<file path="config.mk">
export PLATFORM = sky130hd
export DESIGN_NAME = lzc_normalize_pipe
export DESIGN_NICKNAME = d
export VERILOG_FILES = /design/src/rtl/lzc_pkg.sv /design/src/rtl/lzc_count.sv /design/src/rtl/lzc_normalize_pipe.sv
export SDC_FILE = /design/constraint.sdc
export NUM_CORES = 1
export LEC_CHECK = 0
export ABC_AREA = 1
export BUFFER_PORTS_ARGS = -buffer_cell sky130_fd_sc_hd__buf_2
export CORE_MARGIN = 3
export CORE_UTILIZATION = 60
export CTS_CLUSTER_DIAMETER = 120
export CTS_CLUSTER_SIZE = 20
export DETAILED_ROUTE_END_ITERATION = 16
export HOLD_SLACK_MARGIN = 0.1
export PLACE_DENSITY = 0.84
export SLEW_MARGIN = 20
export SYNTH_ARGS = -nofsm -noshare
export SYNTH_HDL_FRONTEND = slang
export SYNTH_SLANG_ARGS = --single-unit
</file>
<file path="constraint.sdc">
create_clock -name clk -period 5.8 [get_ports clk]
set_input_delay 0.87 -clock clk [delete_from_list [all_inputs] [get_ports clk]]
set_output_delay 0.87 -clock clk [all_outputs]
set_load 0.005 [all_outputs]
</file>
<file path="src/rtl/lzc_pkg.sv">
// ============================================================================
// Module      : lzc_pkg
// Description : Shared mode encodings and defaults for the LZC normaliser.
// Revision    : 1.0 - initial release
// ============================================================================
`default_nettype none

package lzc_pkg;

   localparam logic LZC_MODE_ZEROS = 1'b0;
   localparam logic LZC_MODE_ONES  = 1'b1;

   localparam int unsigned LZC_DEFAULT_N = 32;
   localparam int unsigned LZC_DEFAULT_M = 5;

endpackage : lzc_pkg

`default_nettype wire

</file>
<file path="src/rtl/lzc_count.sv">
// ============================================================================
// Module      : lzc_count
// Description : Combinational leading-zero counter built as a binary tree.
// Revision    : 1.0 - initial release
// ============================================================================
`default_nettype none

module lzc_count #(
   parameter int N = 32,
   parameter int M = 5
) (
   input  logic [N-1:0] i_x,
   output logic [M:0]   o_cnt,
   output logic         o_all
);

   // Node j at level l covers bits [j*2^l +: 2^l]; child 2j+1 is the upper half.
   for (genvar l = 0; l <= M; l++) begin : g_lvl
      localparam int NODES = N >> l;
      logic [M:0] w_cnt [NODES];
      logic       w_all [NODES];

      if (l == 0) begin : g_leaf
         for (genvar j = 0; j < NODES; j++) begin : g_bit
            assign w_cnt[j] = {{M{1'b0}}, ~i_x[j]};
            assign w_all[j] = ~i_x[j];
         end
      end else begin : g_node
         localparam logic [M:0] SZ = (M+1)'(1 << (l - 1));
         for (genvar j = 0; j < NODES; j++) begin : g_merge
            assign w_all[j] = g_lvl[l-1].w_all[2*j+1] & g_lvl[l-1].w_all[2*j];
            assign w_cnt[j] = g_lvl[l-1].w_all[2*j+1]
                            ? SZ + g_lvl[l-1].w_cnt[2*j]
                            : g_lvl[l-1].w_cnt[2*j+1];
         end
      end
   end

   assign o_cnt = g_lvl[M].w_cnt[0];
   assign o_all = g_lvl[M].w_all[0];

endmodule : lzc_count

`default_nettype wire

</file>
<file path="src/rtl/lzc_normalize_pipe.sv">
// ============================================================================
// Module      : lzc_normalize_pipe
// Description : Two-stage leading-run counter and limited normalising shifter.
// Revision    : 1.0 - initial release
// ============================================================================
`default_nettype none

module lzc_normalize_pipe
   import lzc_pkg::*;
#(
   parameter int N = 32,
   parameter int M = 5
) (
   input  logic         clk,
   input  logic         rst,
   input  logic         in_valid,
   output logic         in_ready,
   input  logic [N-1:0] in_data,
   input  logic         in_mode,
   input  logic [M:0]   in_lim,
   output logic         out_valid,
   input  logic         out_ready,
   output logic [N-1:0] out_data,
   output logic [M:0]   out_lz,
   output logic [M:0]   out_shift,
   output logic         out_zero,
   output logic         out_limited
);

   localparam logic [M:0] C_N = (M+1)'(N);

   typedef struct packed {
      logic [N-1:0] data;
      logic [M:0]   lz;
      logic [M:0]   lim;
      logic         zero;
   } s1_t;

   typedef struct packed {
      logic [N-1:0] data;
      logic [M:0]   lz;
      logic [M:0]   shift;
      logic         zero;
      logic         limited;
   } s2_t;

   logic         r_s1_valid;
   logic         r_s2_valid;
   s1_t          r_s1;
   s2_t          r_s2;
   s1_t          w_s1_next;
   s2_t          w_s2_next;
   logic         w_s1_load;
   logic         w_s2_load;
   logic [N-1:0] w_cnt_src;
   logic [M:0]   w_lz;
   logic         w_all;
   logic [M:0]   w_shift;
   logic [N-1:0] w_shf [M+1];

   assign w_s2_load = !r_s2_valid || out_ready;
   assign w_s1_load = !r_s1_valid || w_s2_load;
   assign in_ready  = w_s1_load;

   // Counting ones is counting zeros of the complement; the stored operand stays raw.
   assign w_cnt_src = (in_mode == LZC_MODE_ONES) ? ~in_data : in_data;

   lzc_count #(
      .N (N),
      .M (M)
   ) u_count (
      .i_x   (w_cnt_src),
      .o_cnt (w_lz),
      .o_all (w_all)
   );

   always_comb begin
      w_s1_next      = '0;
      w_s1_next.data = in_data;
      w_s1_next.lz   = w_lz;
      w_s1_next.lim  = (in_lim > C_N) ? C_N : in_lim;
      w_s1_next.zero = w_all;
   end

   always_ff @(posedge clk or posedge rst) begin
      if (rst) begin
         r_s1_valid <= 1'b0;
         r_s1       <= '0;
      end else if (w_s1_load) begin
         r_s1_valid <= in_valid;
         if (in_valid) begin
            r_s1 <= w_s1_next;
         end
      end
   end

   assign w_shift = (r_s1.lz < r_s1.lim) ? r_s1.lz : r_s1.lim;

   // Log-stage barrel shifter; the top shift bit is only ever set for a full-width shift.
   assign w_shf[0] = r_s1.data;
   for (genvar b = 0; b < M; b++) begin : g_shift
      assign w_shf[b+1] = w_shift[b] ? (w_shf[b] << (1 << b)) : w_shf[b];
   end

   always_comb begin
      w_s2_next         = '0;
      w_s2_next.data    = w_shift[M] ? '0 : w_shf[M];
      w_s2_next.lz      = r_s1.lz;
      w_s2_next.shift   = w_shift;
      w_s2_next.zero    = r_s1.zero;
      w_s2_next.limited = (r_s1.lz > r_s1.lim);
   end

   always_ff @(posedge clk or posedge rst) begin
      if (rst) begin
         r_s2_valid <= 1'b0;
         r_s2       <= '0;
      end else if (w_s2_load) begin
         r_s2_valid <= r_s1_valid;
         if (r_s1_valid) begin
            r_s2 <= w_s2_next;
         end
      end
   end

   assign out_valid   = r_s2_valid;
   assign out_data    = r_s2.data;
   assign out_lz      = r_s2.lz;
   assign out_shift   = r_s2.shift;
   assign out_zero    = r_s2.zero;
   assign out_limited = r_s2.limited;

endmodule : lzc_normalize_pipe

`default_nettype wire

</file>
==> results of run 1 <==
## synthesized netlist by cell type
cell	n
clkbuf_1	21
nand2_2	5
a31oi_1	3
nand3_1	188
nand3_4	1
nor3_1	2
nor2_2	1
buf_4	5
a21oi_2	1
o32ai_1	1
buf_2	16
o21ai_1	8
ha_1	6
inv_2	3
nor2_4	1
a21boi_0	2
inv_1	62
nand4_2	1
buf_1	2
xnor2_1	28
nand2_1	296
a21oi_1	6
or4_1	1
a221oi_1	1
o211ai_1	1
dfrtp_1	91
o21ai_2	2
buf_6	1
nor2_1	20
xor2_1	4
nand4_1	5
a32o_1	1
o21ai_4	1
o21ai_0	70
o31ai_1	1
a22o_1	1
o22ai_1	1
nand2b_1	1
a22oi_1	1
## metrics by stage
step                      hold WS [ns]  cells  util [%]  cell area [um^2]
after floorplan                  0.449    862         -              5910
after global placement           0.459   1042      67.5              6360
after detailed placement         0.461   1042      67.5              6360
after CTS                        0.487   1058      69.5              6550
after global routing             0.502   1058      69.6              6550
final                            0.483   1058      69.6              6550
## cell families after synthesis
group           after synthesis  synth area share [%]
flops                        91                  38.5
fa+ha+maj                     6                  1.27
buf+inv                     110                  7.76
simple gates                522                  38.2
compound gates              101                  9.50
xor+xnor                     32                  4.74
## worst min-delay path by stage
stage                 start      endpoint  slack, ns
4_1_cts        out_data[18]  out_data[18]       0.49
3_5_place_dp   out_data[18]  out_data[18]       0.46
6_report       out_data[18]  out_data[18]       0.48
2_1_floorplan      r_s1[44]      r_s1[44]       0.45
3_3_place_gp   out_data[22]  out_data[22]       0.46
5_1_grt        out_data[10]  out_data[10]       0.50
## sequential cells by signal, indices dropped and copies added (netlist names)
signal	cells
out_lz	6
out_data	32
out_shift	6
out_valid	1
r_s1_valid	1
r_s1	44
out_limited	1
## placed cells by master, fill, tap and decap left out, types with 6 or more instances in the layout
master and count:
nand2_2 6, dfrtp_1 91, o21ai_0 70, buf_2 90, a21oi_1 6, nor2_1 20, xnor2_1 28, inv_1 61
clkbuf_8 10, nand3_1 188, nand2_1 295, ha_1 6, o21ai_1 8
## cell type report
type                            instances  area share (%)
Multi-Input combinational cell        661            48.6
Sequential cell                        91            34.8
Timing Repair Buffer                   96            7.62
Inverter                               65            3.74
Tap cell                              129            2.46
Clock buffer                           10            2.10
Clock inverter                          6           0.726
## per-layer routing
layer	routed length [um]	track usage, %
met1	7150	39.7
met2	8020	50.6
met3	1280	6.80
met4	418	9.56
met5	0	0
## critical path: stages (launching register included)
cell and delay, ns:
dfrtp_1 0.39, inv_1 0.09, ha_1 0.26, nand2_1 0.12
inv_1 0.06, nand2_2 0.11, nand4_2 0.46, nand2_2 0.60
nand2_1 0.16, nand3_1 0.15, nand4_1 0.15, o21ai_0 0.36
nand2_1 0.13, nand2_1 0.08
## power by group
group | switching [mW] | internal, mW
sequential | 0.0824 | 0.799
combinational | 0.863 | 0.428
clock | 0.250 | 0.171
==> results.toml, run 1 <==
[cts]
post-cts-setup-buffer-count = 0
cts_tree = "yes"
numCtsBuffers = 9
hold_buffers = 0
worstSkewPairLatency_ns = 0.38
cts_root_buffer = "clkbuf_8"
post_cts_resized = 0
clk_pin_slew_ns = 0.10
cts_sinks = 91
htree_levels = 3
clockBufferDepth = 2

[global_routing]
grt_pass1_vias = 5881
grt-ovfl-total = 0
grt_max_degree = 92
grt_usage_pct = 30.5
grt_antenna_before_repair = 0
grt_pass1_wl_mm = 27.5

[yosys]
synth_area_leaders = "dfrtp_1 (39%), nand2_1 (19%), nand3_1 (16%), o21ai_0 (5.9%), xnor2_1 (4.1%)"
synth_top_cell_by_area = "dfrtp_1"
syn_avg_cell_area_um2 = 6.86
ys_ff_latch = 91
synth_cell_type_count = 39
yosys_warnings = 0
syn_nets = 911
synth_top_area_share_pct = 38.5
synth_cells = 862
seq_area_frac_synth_pct = 38.5
netlist_area_um2 = 5910

[cells_and_area]
syn_to_final_growth_pct = 10.7
register_area_um2 = 2280
multi_input_area_um2 = 3180
fill_cells = 824
final_nets = 973
diodes = 0
layout-drive-gt1-share_pct = 14.0

[placement]
dp_slack_ns = 2.78
port_buffers = 90
hpwlAfterDp_mm = 12.3
gp_congestion = 0.960

[pwr]
finalPower_mw = 2.59
power_density_nw_per_um2 = 396
power_leakage_nw = 3.42
ir_drop_uv = 225

[route]
drc = 0
wl_mm = 16.9
vias_per_cell = 5.83
vias = 6166
first_iter_violations = 669
wire_per_inst_um = 15.9
ant_nets = 0
firstDrtPassIters = 6

[sta]
setup_ws_ns = 2.62
min_period_over_period_pct = 54.7
period_minus_slack_ns = 3.18
hold_viol = 0
setup_tns_ns = 0
setup_viol = 0
maxSlewViolCount = 0
fmax_ghz = 0.315
slew_headroom_pct = 33.2
max_slew.worst_pin.slew_ns = 0.999
rsz0062_at_grt = "no"
clock_skew_ns = 0.0137

[floorplanning]
die_h_um = 105
rows = 35
die_area_um2 = 11100
io_pins = 91
initial_core_util_pct = 62.8
core_area_um2 = 9420
die_width_um = 105

[worst_setup_path]
path_max_fanout = 26
critPathCapture = "out_data[19]"
reg2reg_slack_ns = 2.62
path_class = "reg2reg"
crit_path_end_kind = "flip-flop"
r2r_start = "r_s1[6]"
critPathArrivalTime_ns = 3.49
cp.required_ns = 6.11
cp-start-kind = "flip-flop"
r2r_end = "out_data[19]"
reg2reg_depth = 13
setup.worst_path.start = "r_s1[6]"

[outcome]
status = "finished, final reports clean"

[hold_path]
hold_path.class = "reg2reg"
hold_depth = 2

[flow_run]
cap_violations = 0
(Power assumes the default switching activity.)
==> run 2: changes to the inputs <==
Settings changed: CORE_UTILIZATION 60 to 58, PLACE_DENSITY 0.84 to 0.81.
Clock period 5.8 ns to 3.2 ns, I/O delays scaled along.
==> run 2 against run 1 <==
  * Die area increased by 3.2%
  * Setup slack got worse by 2.3 ns
  * Sequential share of layout area is 0.60 points lower
  * Clock power grew 100%
  * Via count shrank 1.5%
  * Critical path depth up 1
  * Largest cell class unchanged
  * Final cell count rose by 1.2%
  * Largest power group unchanged
  * Clock skew down 0.0051 ns
  * Non-clock buffer count grew 9
  * Cell area rose by 1.8%
==> results.toml, run 2 (synthesis gave the netlist of run 1 again) <==
[cts]
clk_pin_slew_ns = 0.09
worstSkewPairLatency_ns = 0.37
numCtsBuffers = 9
cts_sinks = 91
cts_root_buffer = "clkbuf_8"
cts_tree = "yes"
htree_levels = 3
hold_buffers = 0
post-cts-setup-buffer-count = 0
clockBufferDepth = 2
post_cts_resized = 0

[global_routing]
grt_usage_pct = 29.8
grt_antenna_before_repair = 0
grt_max_degree = 72
grt_pass1_wl_mm = 27.3
grt_pass1_vias = 5559
grt-ovfl-total = 0

[pwr]
power_frac_seq_pct = 33.3
switching_power_mw = 2.11
p_sw_share_pct = 43.9
power_density_nw_per_um2 = 722
p_int_mw = 2.70
comb_power_share_pct = 49.0
ir_drop_uv = 334
power_leakage_nw = 3.48
clkPwrFrac_pct = 17.8

[worst_setup_path]
cp-start-kind = "flip-flop"
path_class = "reg2reg"
critPathArrivalTime_ns = 3.19
crit_path_end_kind = "flip-flop"
cp.required_ns = 3.50
path_max_fanout = 15

[placement]
gp_congestion = 1.06
dp.cells = 1055
port_buffers = 90
hpwlAfterDp_mm = 12.1

[route]
drc = 0
wl_mm = 16.2
first_iter_violations = 628
firstDrtPassIters = 6
vias = 6075
ant_nets = 0
wire_per_inst_um = 15.1
vias_per_cell = 5.67

[sta]
fmax_ghz = 0.347
rsz0062_at_grt = "no"
period_minus_slack_ns = 2.88
setup_viol = 0
maxSlewViolCount = 0
clock_skew_ns = 0.00857
min_period_over_period_pct = 90.1
max_slew.worst_pin.slew_ns = 0.740
hold_viol = 0
slew_headroom_pct = 50.5
setup_tns_ns = 0

[cells_and_area]
final_common_cell = "nand2_1"
layout-drive-gt1-share_pct = 14.9
diodes = 0
regMostFlops = "r_s1"
syn_to_final_growth_pct = 12.7
largest_reg_flops = 44
final_cell_mix = "nand2_1 (294), nand3_1 (188), dfrtp_1 (91), buf_2 (90), o21ai_0 (70)"
instances_no_fill = 1071
final_nets = 982

[floorplanning]
die_width_um = 107
die_h_um = 107
initial_core_util_pct = 60.0
io_pins = 91
core_area_um2 = 9860
die_area_um2 = 11400
rows = 36

[flow_run]
cap_violations = 0

[hold_path]
hold_path.class = "in2async"

[outcome]
status = "finished, final reports clean"
==> run 2: area by class of cell <==
class,count,area (um^2)
Clock buffer,10,128
Clock inverter,6,88.8
Fill cell,892,3200
Inverter,65,246
Multi-Input combinational cell,661,3190
Sequential cell,91,2280
Tap cell,133,166
Timing Repair Buffer,105,563
==> run 2: layer usage <==
metal / global-route usage, % / vias to the layer above / wire (um)
li1: - / 2974 / -
met1: 41.4 / 2779 / 7010
met2: 47.2 / 271 / 7450
met3: 4.21 / 51 / 1200
met4: 12.4 / 0 / 544
met5: 0 / - / 0
==> run 2: power by group through the flow <==
stage | registers (mW) | clock network [mW] | logic, mW
global route | 1.63 | 0.915 | 2.67
finish | 1.60 | 0.855 | 2.35
floorplan | 1.63 | 0 | 1.57
CTS | 1.60 | 0.869 | 2.31
global placement | 1.61 | 0 | 2.27
detailed placement | 1.62 | 0 | 2.30
==> run 2: path summary, 6_finish.rpt <==
kind	startpoint	to	cells after the start	slack [ns]
worst max register to register	r_s1[6]	out_data[25]	14	0.32
max in group asynchronous	rst	out_data[22]	3	2.23
worst max-delay path	r_s1[6]	out_data[25]	14	0.32
min in group clk	in_data[30]	r_s1[43]	3	0.34
worst min register to register	out_data[9]	out_data[9]	2	0.48
worst min-delay path	rst	out_lz[1]	2	0.24
==> run 2: critical path, cell delays in order, from the launching register on <==
cell and delay (ns):
dfrtp_1 0.37, inv_1 0.06, ha_1 0.30, nand2_1 0.08
nor2_2 0.17, nand2_2 0.12, nand3_4 0.20, nand2_1 0.27
nand2_2 0.34, nand2_1 0.17, nand2_1 0.12, nand2_1 0.08
o21ai_0 0.31, nand3_1 0.12, nand3_1 0.10
==> run 2: per-stage QoR <==
stage	power, mW	area (um^2)	hold WS, ns	setup WS [ns]	utilization [%]
finish	4.81	6660	0.241	0.317	67.6
global route	5.21	6660	0.313	0.0943	67.6
CTS	4.78	6650	0.332	0.168	67.4
detailed placement	3.92	6440	0.461	0.201	65.2
global placement	3.89	6440	0.459	0.244	65.2
floorplan	3.20	5910	0.449	0.356	-
